**src/rtl/led_pattern_seq.sv**
```systemverilog
// Programmable LED pattern sequencer: pattern RAM, prescaled step timer, run FSM.
// Define LED_SEQ_BOUNCE_EN to enable bounce (ping-pong) sequencing in mode 2.
module led_pattern_seq #(
    parameter int DEPTH = 16,
    parameter int AW    = 4,
    parameter int LEDW  = 6,
    parameter int DIVW  = 24
) (
    input  logic            clk,
    input  logic            reset,
    input  logic            pat_we,
    input  logic [AW-1:0]   pat_addr,
    input  logic [LEDW-1:0] pat_wdata,
    input  logic [AW-1:0]   len,
    input  logic [DIVW-1:0] div,
    input  logic [1:0]      mode,
    input  logic            start,
    input  logic            stop,
    output logic [LEDW-1:0] leds,
    output logic            busy,
    output logic            step_strobe,
    output logic            done
);

    localparam int IW = (DEPTH > 1) ? $clog2(DEPTH) : 1;
    localparam logic [AW:0] DEPTH_W = (AW+1)'(DEPTH);
    localparam logic [AW:0] LAST_W  = (AW+1)'(DEPTH - 1);

    typedef enum logic {
        IDLE,
        RUN
    } state_t;

    state_t          state_q, state_d;
    logic [AW-1:0]   idx_q, idx_d;
    logic [AW-1:0]   len_q, len_d;
    logic [DIVW-1:0] cnt_q, cnt_d;
    logic [DIVW-1:0] div_q, div_d;
    logic [1:0]      mode_q, mode_d;
    logic [LEDW-1:0] leds_q, leds_d;
    logic            busy_q, busy_d;
    logic            strobe_q, strobe_d;
    logic            done_q, done_d;
    logic            dir_q, dir_d;
    logic [AW-1:0]   nxt_idx;
    logic            nxt_dir;
    logic [AW-1:0]   len_clamp;
    logic            at_last;
    logic            at_first;
    logic            is_oneshot;

    // Power-up contents are zero; reset intentionally leaves the RAM alone.
    logic [LEDW-1:0] mem [DEPTH] = '{default: '0};

    always_ff @(posedge clk) begin
        if (pat_we && ({1'b0, pat_addr} < DEPTH_W)) begin
            mem[pat_addr[IW-1:0]] <= pat_wdata;
        end
    end

    assign len_clamp  = ({1'b0, len} > LAST_W) ? LAST_W[AW-1:0] : len;
    assign at_last    = (idx_q == len_q);
    assign at_first   = (idx_q == '0);
    assign is_oneshot = (mode_q == 2'd1);

    // Index/direction that the next step would move to.
    always_comb begin
        nxt_idx = at_last ? '0 : idx_q + 1'b1;
        nxt_dir = dir_q;
`ifdef LED_SEQ_BOUNCE_EN
        if (mode_q == 2'd2) begin
            if (len_q == '0) begin
                nxt_idx = '0;
                nxt_dir = 1'b0;
            end else if (!dir_q) begin
                if (at_last) begin
                    nxt_dir = 1'b1;
                    nxt_idx = idx_q - 1'b1;
                end else begin
                    nxt_idx = idx_q + 1'b1;
                end
            end else begin
                if (at_first) begin
                    nxt_dir = 1'b0;
                    nxt_idx = idx_q + 1'b1;
                end else begin
                    nxt_idx = idx_q - 1'b1;
                end
            end
        end
`endif
    end

    always_comb begin
        state_d  = state_q;
        idx_d    = idx_q;
        cnt_d    = cnt_q;
        len_d    = len_q;
        div_d    = div_q;
        mode_d   = mode_q;
        leds_d   = leds_q;
        busy_d   = busy_q;
        dir_d    = dir_q;
        strobe_d = 1'b0;
        done_d   = 1'b0;
        if (stop) begin
            state_d = IDLE;
            idx_d   = '0;
            cnt_d   = '0;
            leds_d  = '0;
            busy_d  = 1'b0;
            dir_d   = 1'b0;
        end else if (start) begin
            state_d = RUN;
            idx_d   = '0;
            cnt_d   = '0;
            dir_d   = 1'b0;
            len_d   = len_clamp;
            div_d   = div;
            mode_d  = mode;
            leds_d  = mem[0];
            busy_d  = 1'b1;
        end else if (state_q == RUN) begin
            if (cnt_q != div_q) begin
                cnt_d = cnt_q + 1'b1;
            end else begin
                cnt_d = '0;
                if (is_oneshot && at_last) begin
                    state_d = IDLE;
                    busy_d  = 1'b0;
                    done_d  = 1'b1;
                end else begin
                    idx_d    = nxt_idx;
                    dir_d    = nxt_dir;
                    leds_d   = mem[nxt_idx[IW-1:0]];
                    strobe_d = 1'b1;
                end
            end
        end
    end

    always_ff @(posedge clk) begin
        if (reset) begin
            state_q  <= IDLE;
            idx_q    <= '0;
            cnt_q    <= '0;
            len_q    <= '0;
            div_q    <= '0;
            mode_q   <= '0;
            leds_q   <= '0;
            busy_q   <= 1'b0;
            strobe_q <= 1'b0;
            done_q   <= 1'b0;
        end else begin
            state_q  <= state_d;
            idx_q    <= idx_d;
            cnt_q    <= cnt_d;
            len_q    <= len_d;
            div_q    <= div_d;
            mode_q   <= mode_d;
            leds_q   <= leds_d;
            busy_q   <= busy_d;
            strobe_q <= strobe_d;
            done_q   <= done_d;
        end
    end

`ifdef LED_SEQ_BOUNCE_EN
    always_ff @(posedge clk) begin
        if (reset) begin
            dir_q <= 1'b0;
        end else begin
            dir_q <= dir_d;
        end
    end
`else
    assign dir_q = 1'b0;
`endif

    assign leds        = leds_q;
    assign busy        = busy_q;
    assign step_strobe = strobe_q;
    assign done        = done_q;

endmodule

```
**config.mk**
```make
export PLATFORM = sky130hd
export DESIGN_NAME = led_pattern_seq
export DESIGN_NICKNAME = d
export VERILOG_FILES = /design/src/rtl/led_pattern_seq.sv
export SDC_FILE = /design/constraint.sdc
export NUM_CORES = 1
export LEC_CHECK = 0
export ABC_AREA = 1
export BUFFER_PORTS_ARGS = -buffer_cell sky130_fd_sc_hd__buf_2
export CAP_MARGIN = 15
export CORE_UTILIZATION = 54
export CTS_CLUSTER_SIZE = 30
export DETAILED_ROUTE_END_ITERATION = 7
export PLACE_DENSITY_LB_ADDON = 0.1
export SYNTH_ARGS = -nofsm -noshare
export SYNTH_HDL_FRONTEND = slang
export SYNTH_SLANG_ARGS = --single-unit
```
**constraint.sdc**
```tcl
create_clock -name clk -period 1.6 [get_ports clk]
set_input_delay 0.16 -clock clk [delete_from_list [all_inputs] [get_ports clk]]
set_output_delay 0.16 -clock clk [all_outputs]
set_load 0.02 [all_outputs]
```
== Word-level counts from Yosys, hierarchy flattened ==
Memory sizes are Yosys's and may differ from the RTL's.
Cells that the tools add are included.

* Muxes and demuxes: 17
* Bitwise logic cells: 4
* Equal/unequal tests: 5
* $add $sub $neg: 2
* Reduce and logical (&&, ||, !) cells: 10

{| class="wikitable"
|+ Operator list
! operator !! number
|-
| adder 24 x 1 -> 24 bit, second input constant || 1
|-
| two-way mux 24 bit || 1
|-
| two-way mux 6 bit || 4
|-
| inequality test 24 bit || 1
|-
| two-way mux 1 bit || 11
|-
| AND reduction 3 bit || 3
|-
| OR reduction 5 bit || 1
|-
| adder 4 x 1 -> 4 bit, second input constant || 1
|-
| == test 4 bit || 1
|-
| two-way mux 4 bit || 1
|-
| inequality test 2 bit, second input constant || 2
|-
| NOT 1 bit || 4
|-
| nonzero test 2 bit || 2
|-
| OR reduction 3 bit || 1
|-
| == test 2 x 1 -> 1 bit, second input constant || 1
|-
| AND reduction 2 bit || 1
|-
| OR reduction 2 bit || 1
|-
| logical AND 1 bit || 1
|}

* Bits in writable memories: 96
* Output and inout bits: 9
* Memories kept: 1
* Bits in registers: 68

{| class="wikitable"
|+ Memories
! name !! depth !! width !! read ports !! clocked after memory_dff !! write ports !! line !! text
|-
| mem || 16 || 6 || 2 || 0 || 1 || 53 || <nowiki>logic [LEDW-1:0] mem [DEPTH] = '{default: '0};</nowiki>
|}

== Depth between registers and ports, before layout ==
Gate-level depths: netlist of the first run.
An unclocked memory read counts as a cell.

* Depth in word-level cells: 7
* Gate-level depth with buffers: 16
* Depth with buffers taken out: 13

== Least setup slack after synthesis of the first run ==
No wires, ideal clock.

* Path kind: flip-flop to flip-flop
* From: reg idx_q[0]
* To: reg leds_q[0], in the netlist leds[0]
* Buffers on the path: 3
* Setup time: 0.120 ns
* Data arrival time: 1.554 ns
* Slack: -0.074 ns
* Stages on the path, launching flop included: 17
* Cells stage by stage: dfxtp_1 -> buf_6 -> inv_6 -> nand2_1 -> nand2_1 -> nor2_1 -> nand2_2 -> buf_8 -> nand2_4 -> buf_4 -> nand2_1 -> nand3_1 -> nand3_1 -> nand3_1 -> nand3_1 -> nand2_1 -> a21oi_1

* Word-level cells in the longest chain between the ends: 7

{| class="wikitable"
|+ RTL lines
! what !! line !! text
|-
| start, declared || 35 || <nowiki>logic [AW-1:0] idx_q, idx_d;</nowiki>
|-
| start signal, assigned || 156 || <nowiki>idx_q <= idx_d;</nowiki>
|-
| adder 4 x 1 -> 4 bit or == test 4 bit (tied branches) || 68, 62 ||
|-
| two-way mux 4 bit || 68 || <nowiki>nxt_idx = at_last ? '0 : idx_q + 1'b1;</nowiki>
|-
| memory (16 x 6 bit) || -- ||
|-
| two-way mux 6 bit || 128 || <nowiki>if (is_oneshot && at_last) begin</nowiki>
|-
| two-way mux 6 bit || 124 || <nowiki>if (cnt_q != div_q) begin</nowiki>
|-
| two-way mux 6 bit || 123 || <nowiki>end else if (state_q == RUN) begin</nowiki>
|-
| two-way mux 6 bit || 113 || <nowiki>end else if (start) begin</nowiki>
|-
| end signal, assigned || 161 || <nowiki>leds_q <= leds_d;</nowiki>
|-
| end, declared || 40 || <nowiki>logic [LEDW-1:0] leds_q, leds_d;</nowiki>
|}

Several ways; a longest one is shown, not always the timed one. The select of a mux whose other input is x is not followed.
A chain may end at the register's enable or synchronous reset.

== Final worst setup path of the first run ==
* From: reg len_q[2]
* To: reg leds_q[3], in the netlist leds[3]

* Word-level cells in the longest chain between the ends: 7

{| class="wikitable"
|+ RTL lines
! what !! line !! text
|-
| start, declared || 36 || <nowiki>logic [AW-1:0] len_q, len_d;</nowiki>
|-
| start signal, assigned || 158 || <nowiki>len_q <= len_d;</nowiki>
|-
| == test 4 bit (*) || 62 || <nowiki>assign at_last = (idx_q == len_q);</nowiki>
|-
| two-way mux 4 bit || 68 ||
|-
| memory (16 x 6 bit) || -- ||
|-
| two-way mux 6 bit || 128 ||
|-
| two-way mux 6 bit || 124 ||
|-
| two-way mux 6 bit || 123 ||
|-
| two-way mux 6 bit || 113 ||
|}

Every way passes the cells marked *; elsewhere a longest branch is shown, timed or not. The select of a mux whose other input is x is not followed.

==> results.yml, run 1 <==
worst_setup_path:
  cp-start-kind: "flip-flop"
  r2r-end: "leds[3]"
  critPathMaxStageDelay_ns: 0.35
  rr_startpoint: "len_q[2]"
  slowest_stage: "dfxtp_2"
  reg2reg_slack_ns: -0.23
  crit_arrival_ns: 2.15
  crit_required_ns: 1.92
  crit_type: "flip-flop to flip-flop"
  end_kind: "flip-flop"
  cp_cell_sequence: "inv_2, nand2_2, nand2_2, nor2_4, nand2_4, buf_12, nand2_8, buf_8, nor2_4, o21ai_4, nand3_2, nand3_2, nand3_2, nand2_2, a21oi_2"
  rr_worst_depth: 15
  cp_max_fo: 7
die:
  core_area_um2: 13300
  rows: 42
  die_h_um: 119
  ios: 54
  die_w_um: 119
  start_util: 0.557
  dieArea_um2: 14200
detailed_routing:
  postRouteAntennaNets: 0
  viasPerCell: 5.37
  routedWlPerCell_um: 17.2
  drt_iter0_markers: 494
  drt_pass1_iterations: 6
  vias: 6380
  route.detailed.drc: 0
  finalWirelength_mm: 20.4
synthesis:
  synth_seq_cells: 164
  ys_warn_count: 0
  synth_fp_nets: 864
  ys.flop_type: "edfxtp_1"
  ys_types: 39
  synth_edf_count: 96
  postSynthCellCount: 817
  yosysSeqAreaShare: 0.571
  yosysTopAreaCell: "edfxtp_1"
  synthArstFlopShare: 0
  synth_area_um2: 7440
  yosys-top-cells-count: "144 x nand2_1, 111 x nand3_1, 96 x edfxtp_1"
  synth_top_area_share: 0.388
  synthTopCellsByArea: "edfxtp_1 39%, dfxtp_1 18%, nand3_1 7.5%"
  syn_avg_cell_area_um2: 9.10
  post-synth-top-count-cell: "nand2_1"
timing:
  rsz0062_at_grt: "yes"
  setup-tns-final_ns: -4.11
  relSlewSlack: 0.622
  fin_crit_ns: 1.83
  postLayoutSetupSlackWorst_ns: -0.232
  hold_ws_ns: 0.0101
  post-route-period-util: 1.15
  finClkSkew_ns: 0.00682
  setup_viol: 34
  tightest_slew_ns: 0.564
  hold_viol: 0
  fmax_ghz: 0.546
  maxSlewViolCount: 0
global_route:
  grt_pass1_vias: 6339
  grt_first_pass_wirelength_mm: 31.2
  grt_max_degree: 40
  top_usage_layer: "met2"
  antenna_found_initial: 0
  grt.total_usage: 0.287
  grt_use_met1: 0.326
  gr-usage-met3: 0.0651
  grt_use_met2: 0.512
  overflow: 0
power:
  ir_drop_mv: 1.12
  power_mw: 9.92
  leakagePower_nw: 4.29
  power_density_nw_per_um2: 947
finish:
  drive_gt1_frac: 0.384
  nFillCells: 841
  n_antenna_cell: 0
  fin_cells: 1187
  final_core_util: 0.785
  nets: 1046
  area_delta_synth_final_pct: 40.9
  design_area_um2: 10500
placed_design:
  dp.cells: 1104
  preCtsSetupSlack_ns: -0.370
  placed_cell_area_um2: 8470
  io_buffers: 53
  place_congestion: 0.865
  dp_hpwl_mm: 12.3
outcome:
  violations: "setup timing"
  status: "complete, but fails checks"
clock_tree:
  clk_latency_ns: 0.43
  root_buffer: "clkbuf_16"
  clkSinkCount: 164
  clk_pin_slew_ns: 0.06
  cts_tree: "yes"
  cts_made_buffers: 17
  cts_max_level: 4
  clockBufferDepth: 2
min_path:
  hp-class: "input port to flip-flop"
  hp-start: "div[4]"
  hold_depth: 3
  hold-path-endpoint: "div_q[4]"
run:
  maxCapViolCount: 0
state kept, by name (all words and copies together) (netlist names):
register,flops
state_q,1
step_strobe,1
cnt_q,24
mem,96
len_q,4
leds,6
idx_q,4
div_q,24
busy,1
mode_q,2
done,1
logic make-up (layout without fill, tap and decap cells):
group / after synthesis / count (layout) / share of synthesized area
buf+inv: 131 / 323 / 0.0787
fa+ha+maj: 2 / 2 / 0.00336
flops: 164 / 164 / 0.571
simple gates: 412 / 414 / 0.254
compound gates: 82 / 82 / 0.0628
xor+xnor: 26 / 26 / 0.0306
area by class of cell:
| type | count | area, um^2 | area share |
|---|---|---|---|
| flip-flops and latches | 164 | 4280 | 0.408 |
| multi-input cells | 524 | 3360 | 0.321 |
| clock inverters | 13 | 181 | 0.0173 |
| well taps | 176 | 220 | 0.0210 |
| repair buffers | 195 | 1630 | 0.155 |
| inverters | 97 | 382 | 0.0364 |
| clock buffers | 18 | 429 | 0.0410 |
worst max-delay path by stage:
stage                  start  endpoint  slack [ns]  cells after the start
floorplan           idx_q[0]   leds[0]       -0.03                     16
global placement    idx_q[3]   leds[3]       -0.34                     14
detailed placement  idx_q[3]   leds[3]       -0.37                     14
CTS                 idx_q[0]   leds[4]       -0.24                     15
global route        idx_q[2]   leds[3]       -0.31                     15
finish              len_q[2]   leds[3]       -0.23                     15
routing by layer:
metal / vias up / wire, um
met1: 3036 / 8070
met5: - / 0
li1: 3092 / -
met4: 0 / 641
met3: 57 / 902
met2: 195 / 10800
cell usage in the layout (no fill, tap or decap), drive strengths merged, types with 15 or more instances in the layout:
| master | netlist | final |
|---|---|---|
| clkbuf | 12 | 20 |
| nand3 | 114 | 115 |
| o21ai | 15 | 15 |
| edfxtp | 96 | 96 |
| a21oi | 47 | 47 |
| dfxtp | 68 | 68 |
| nand2 | 149 | 150 |
| inv | 93 | 95 |
| nor2 | 98 | 98 |
| buf | 22 | 172 |
| nor3 | 15 | 15 |
| dlygate4sd3 | 0 | 21 |
where the power goes:
group	internal [mW]	switching, mW	leakage [nW]
clock	2.60	1.62	0.296
sequential	4.55	0.0478	1.43
combinational	0.477	0.630	2.56
total	7.63	2.29	4.29
worst max-delay path: cells and delay by family (launching register included):
family          cells  cell delay [ns]
compound gates      2             0.10
simple gates       10             0.90
buf+inv             3             0.35
flops               1             0.35
repair_timing:
| item | 4_1_cts | 5_1_grt |
|---|---|---|
| resized for setup | 114 | 116 |
| hold buffers | 21 | 0 |
| cloned | 2 | 5 |
| endpoints found under the hold margin | 21 | 0 |
| setup buffers | 18 | 10 |
| pin swaps | 36 | 55 |
| setup endpoints to repair | 37 | 37 |
Power figures use the tool's default switching activity.
==> run 2, diff against run 1 <==
Settings changed: BUFFER_PORTS_ARGS -buffer_cell sky130_fd_sc_hd__buf_2 to default, CORE_UTILIZATION 54 to 56, DONT_BUFFER_PORTS from default to 1.
==> results.yml, run 2 (synthesized netlist as in run 1, its figures left out) <==
placed_design:
  dp_hpwl_mm: 11.6
  io_buffers: 0
  place_congestion: 0.904
clock_tree:
  cts_made_buffers: 17
  cts_tree: "yes"
  clkSinkCount: 164
  root_buffer: "clkbuf_16"
  clk_latency_ns: 0.43
  clockBufferDepth: 2
  clk_pin_slew_ns: 0.07
  cts_max_level: 4
worst_setup_path:
  critPathMaxStageDelay_ns: 0.35
  cp_max_fo: 5
  cp-start-kind: "flip-flop"
  slowest_stage: "dfxtp_2"
  crit_required_ns: 1.97
  crit_type: "flip-flop to flip-flop"
  end_kind: "flip-flop"
  crit_arrival_ns: 2.23
  path_buf_inv: 3
  critical_path.top_delay_family: "simple AND/OR/NAND/NOR gates"
  timing.critical_path.mode_cell: "nand3_1"
  cp_cell_sequence: "inv_2, nand2_2, nand2_1, nor2_2, nand2_4, buf_8, nand2_8, buf_4, nand3_1, nand3_1, nand3_1, nand3_2, nand2_1, a21oi_1"
die:
  ios: 54
  core_area_um2: 12800
  die_w_um: 117
  rows: 41
  start_util: 0.582
  die_h_um: 117
  dieArea_um2: 13700
finish:
  final_common_cell: "nand2_1"
  nFillCells: 798
  nets: 990
  area_delta_synth_final_pct: 33.4
  n_antenna_cell: 0
  ff_latch_area_um2: 4270
  multi_input_area_um2: 3210
  final_cell_mix: "132 x nand2_1, 96 x edfxtp_1, 81 x inv_1, 81 x nand3_1, 79 x buf_4"
  final_core_util: 0.777
  drive_gt1_frac: 0.297
  largest_register_ffs: 96
detailed_routing:
  drt_pass1_iterations: 5
  routedWlPerCell_um: 17.5
  viasPerCell: 5.49
  drt_iter0_markers: 590
  vias: 6188
  route.detailed.drc: 0
  finalWirelength_mm: 19.7
  postRouteAntennaNets: 0
global_route:
  grt_pass1_vias: 5960
  top_usage_layer: "met2"
  grt_use_met1: 0.325
  grt_max_degree: 40
  gr-usage-met3: 0.0819
  grt_use_met2: 0.501
  grt_first_pass_wirelength_mm: 28.7
  antenna_found_initial: 0
  grt.total_usage: 0.286
  overflow: 0
run:
  maxCapViolCount: 0
timing:
  postLayoutSetupSlackWorst_ns: -0.267
  fmax_ghz: 0.536
  hold_viol: 0
  finClkSkew_ns: 0.00641
  relSlewSlack: 0.450
  fin_crit_ns: 1.87
  rsz0062_at_grt: "yes"
  post-route-period-util: 1.17
  maxSlewViolCount: 0
  hold_ws_ns: 0.169
  setup_viol: 37
  tightest_slew_ns: 0.823
power:
  power_mw: 9.59
  power_density_nw_per_um2: 966
  leakagePower_nw: 3.91
  ir_drop_mv: 1.15
outcome:
  status: "complete, but fails checks"
  violations: "setup timing"
min_path:
  hp-class: "input port to flip-flop"
## run 2: cell types whose count changed in the layout (fill, tap and decap cells not counted), sizes merged
| cell | previous run | this run |
|---|---|---|
| nand2 | 150 | 151 |
| buf | 172 | 98 |
| dlymetal6s4s | 0 | 1 |
| dlygate4sd3 | 21 | 39 |
| clkbuf | 20 | 17 |
| inv | 95 | 99 |
| bufinv | 4 | 2 |
## run 2: path summary, 6_finish.rpt
kind	startpoint	endpoint	slack, ns	depth (start not counted)
max reg2reg	idx_q[3]	leds[4]	-0.27	14
min reg2reg	mode_q[0]	mode_q[0]	0.55	2
max	idx_q[3]	leds[4]	-0.27	14
min	pat_addr[0]	mem[5][4]	0.17	2
## run 2: final cells by class
cell class | count | area share
tap | 172 | 0.0217
inverter | 97 | 0.0378
multi-input combinational | 525 | 0.323
clock buffer | 17 | 0.0429
sequential | 164 | 0.430
timing repair buffer | 138 | 0.127
clock inverter | 15 | 0.0169
## run 2: layer usage
layer,vias up,share of wire
met5,-,0
met4,0,0.036
met3,50,0.061
met2,201,0.50
met1,2950,0.40
li1,2987,-
## run 2: report_power, final
| part | switching (mW) | total (mW) | internal [mW] | leakage [nW] |
|---|---|---|---|---|
| Sequential | 0.0573 | 4.61 | 4.56 | 1.43 |
| Combinational | 0.541 | 0.888 | 0.348 | 2.19 |
| Clock | 1.75 | 4.09 | 2.34 | 0.288 |
## run 2: timing repair
item | in CTS | in global routing
pin swaps | 29 | 26
gates cloned | 3 | 1
buffers inserted | 6 | 10
hold endpoints to repair | 131 | 0
gates resized for setup | 73 | 96
endpoints found under the setup margin | 37 | 37
hold buffers | 40 | 0
## run 2: through the flow
stage,setup slack [ns],std cells,setup TNS (ns),area (um^2)
final,-0.267,1128,-5.50,9920
after global routing,-0.372,1128,-9.67,9920
after CTS,-0.182,1119,-4.52,9490
after detailed placement,-0.226,1038,-4.55,8120
after global placement,-0.175,1038,-2.93,8120
after floorplan,-0.0326,817,-0.195,7470
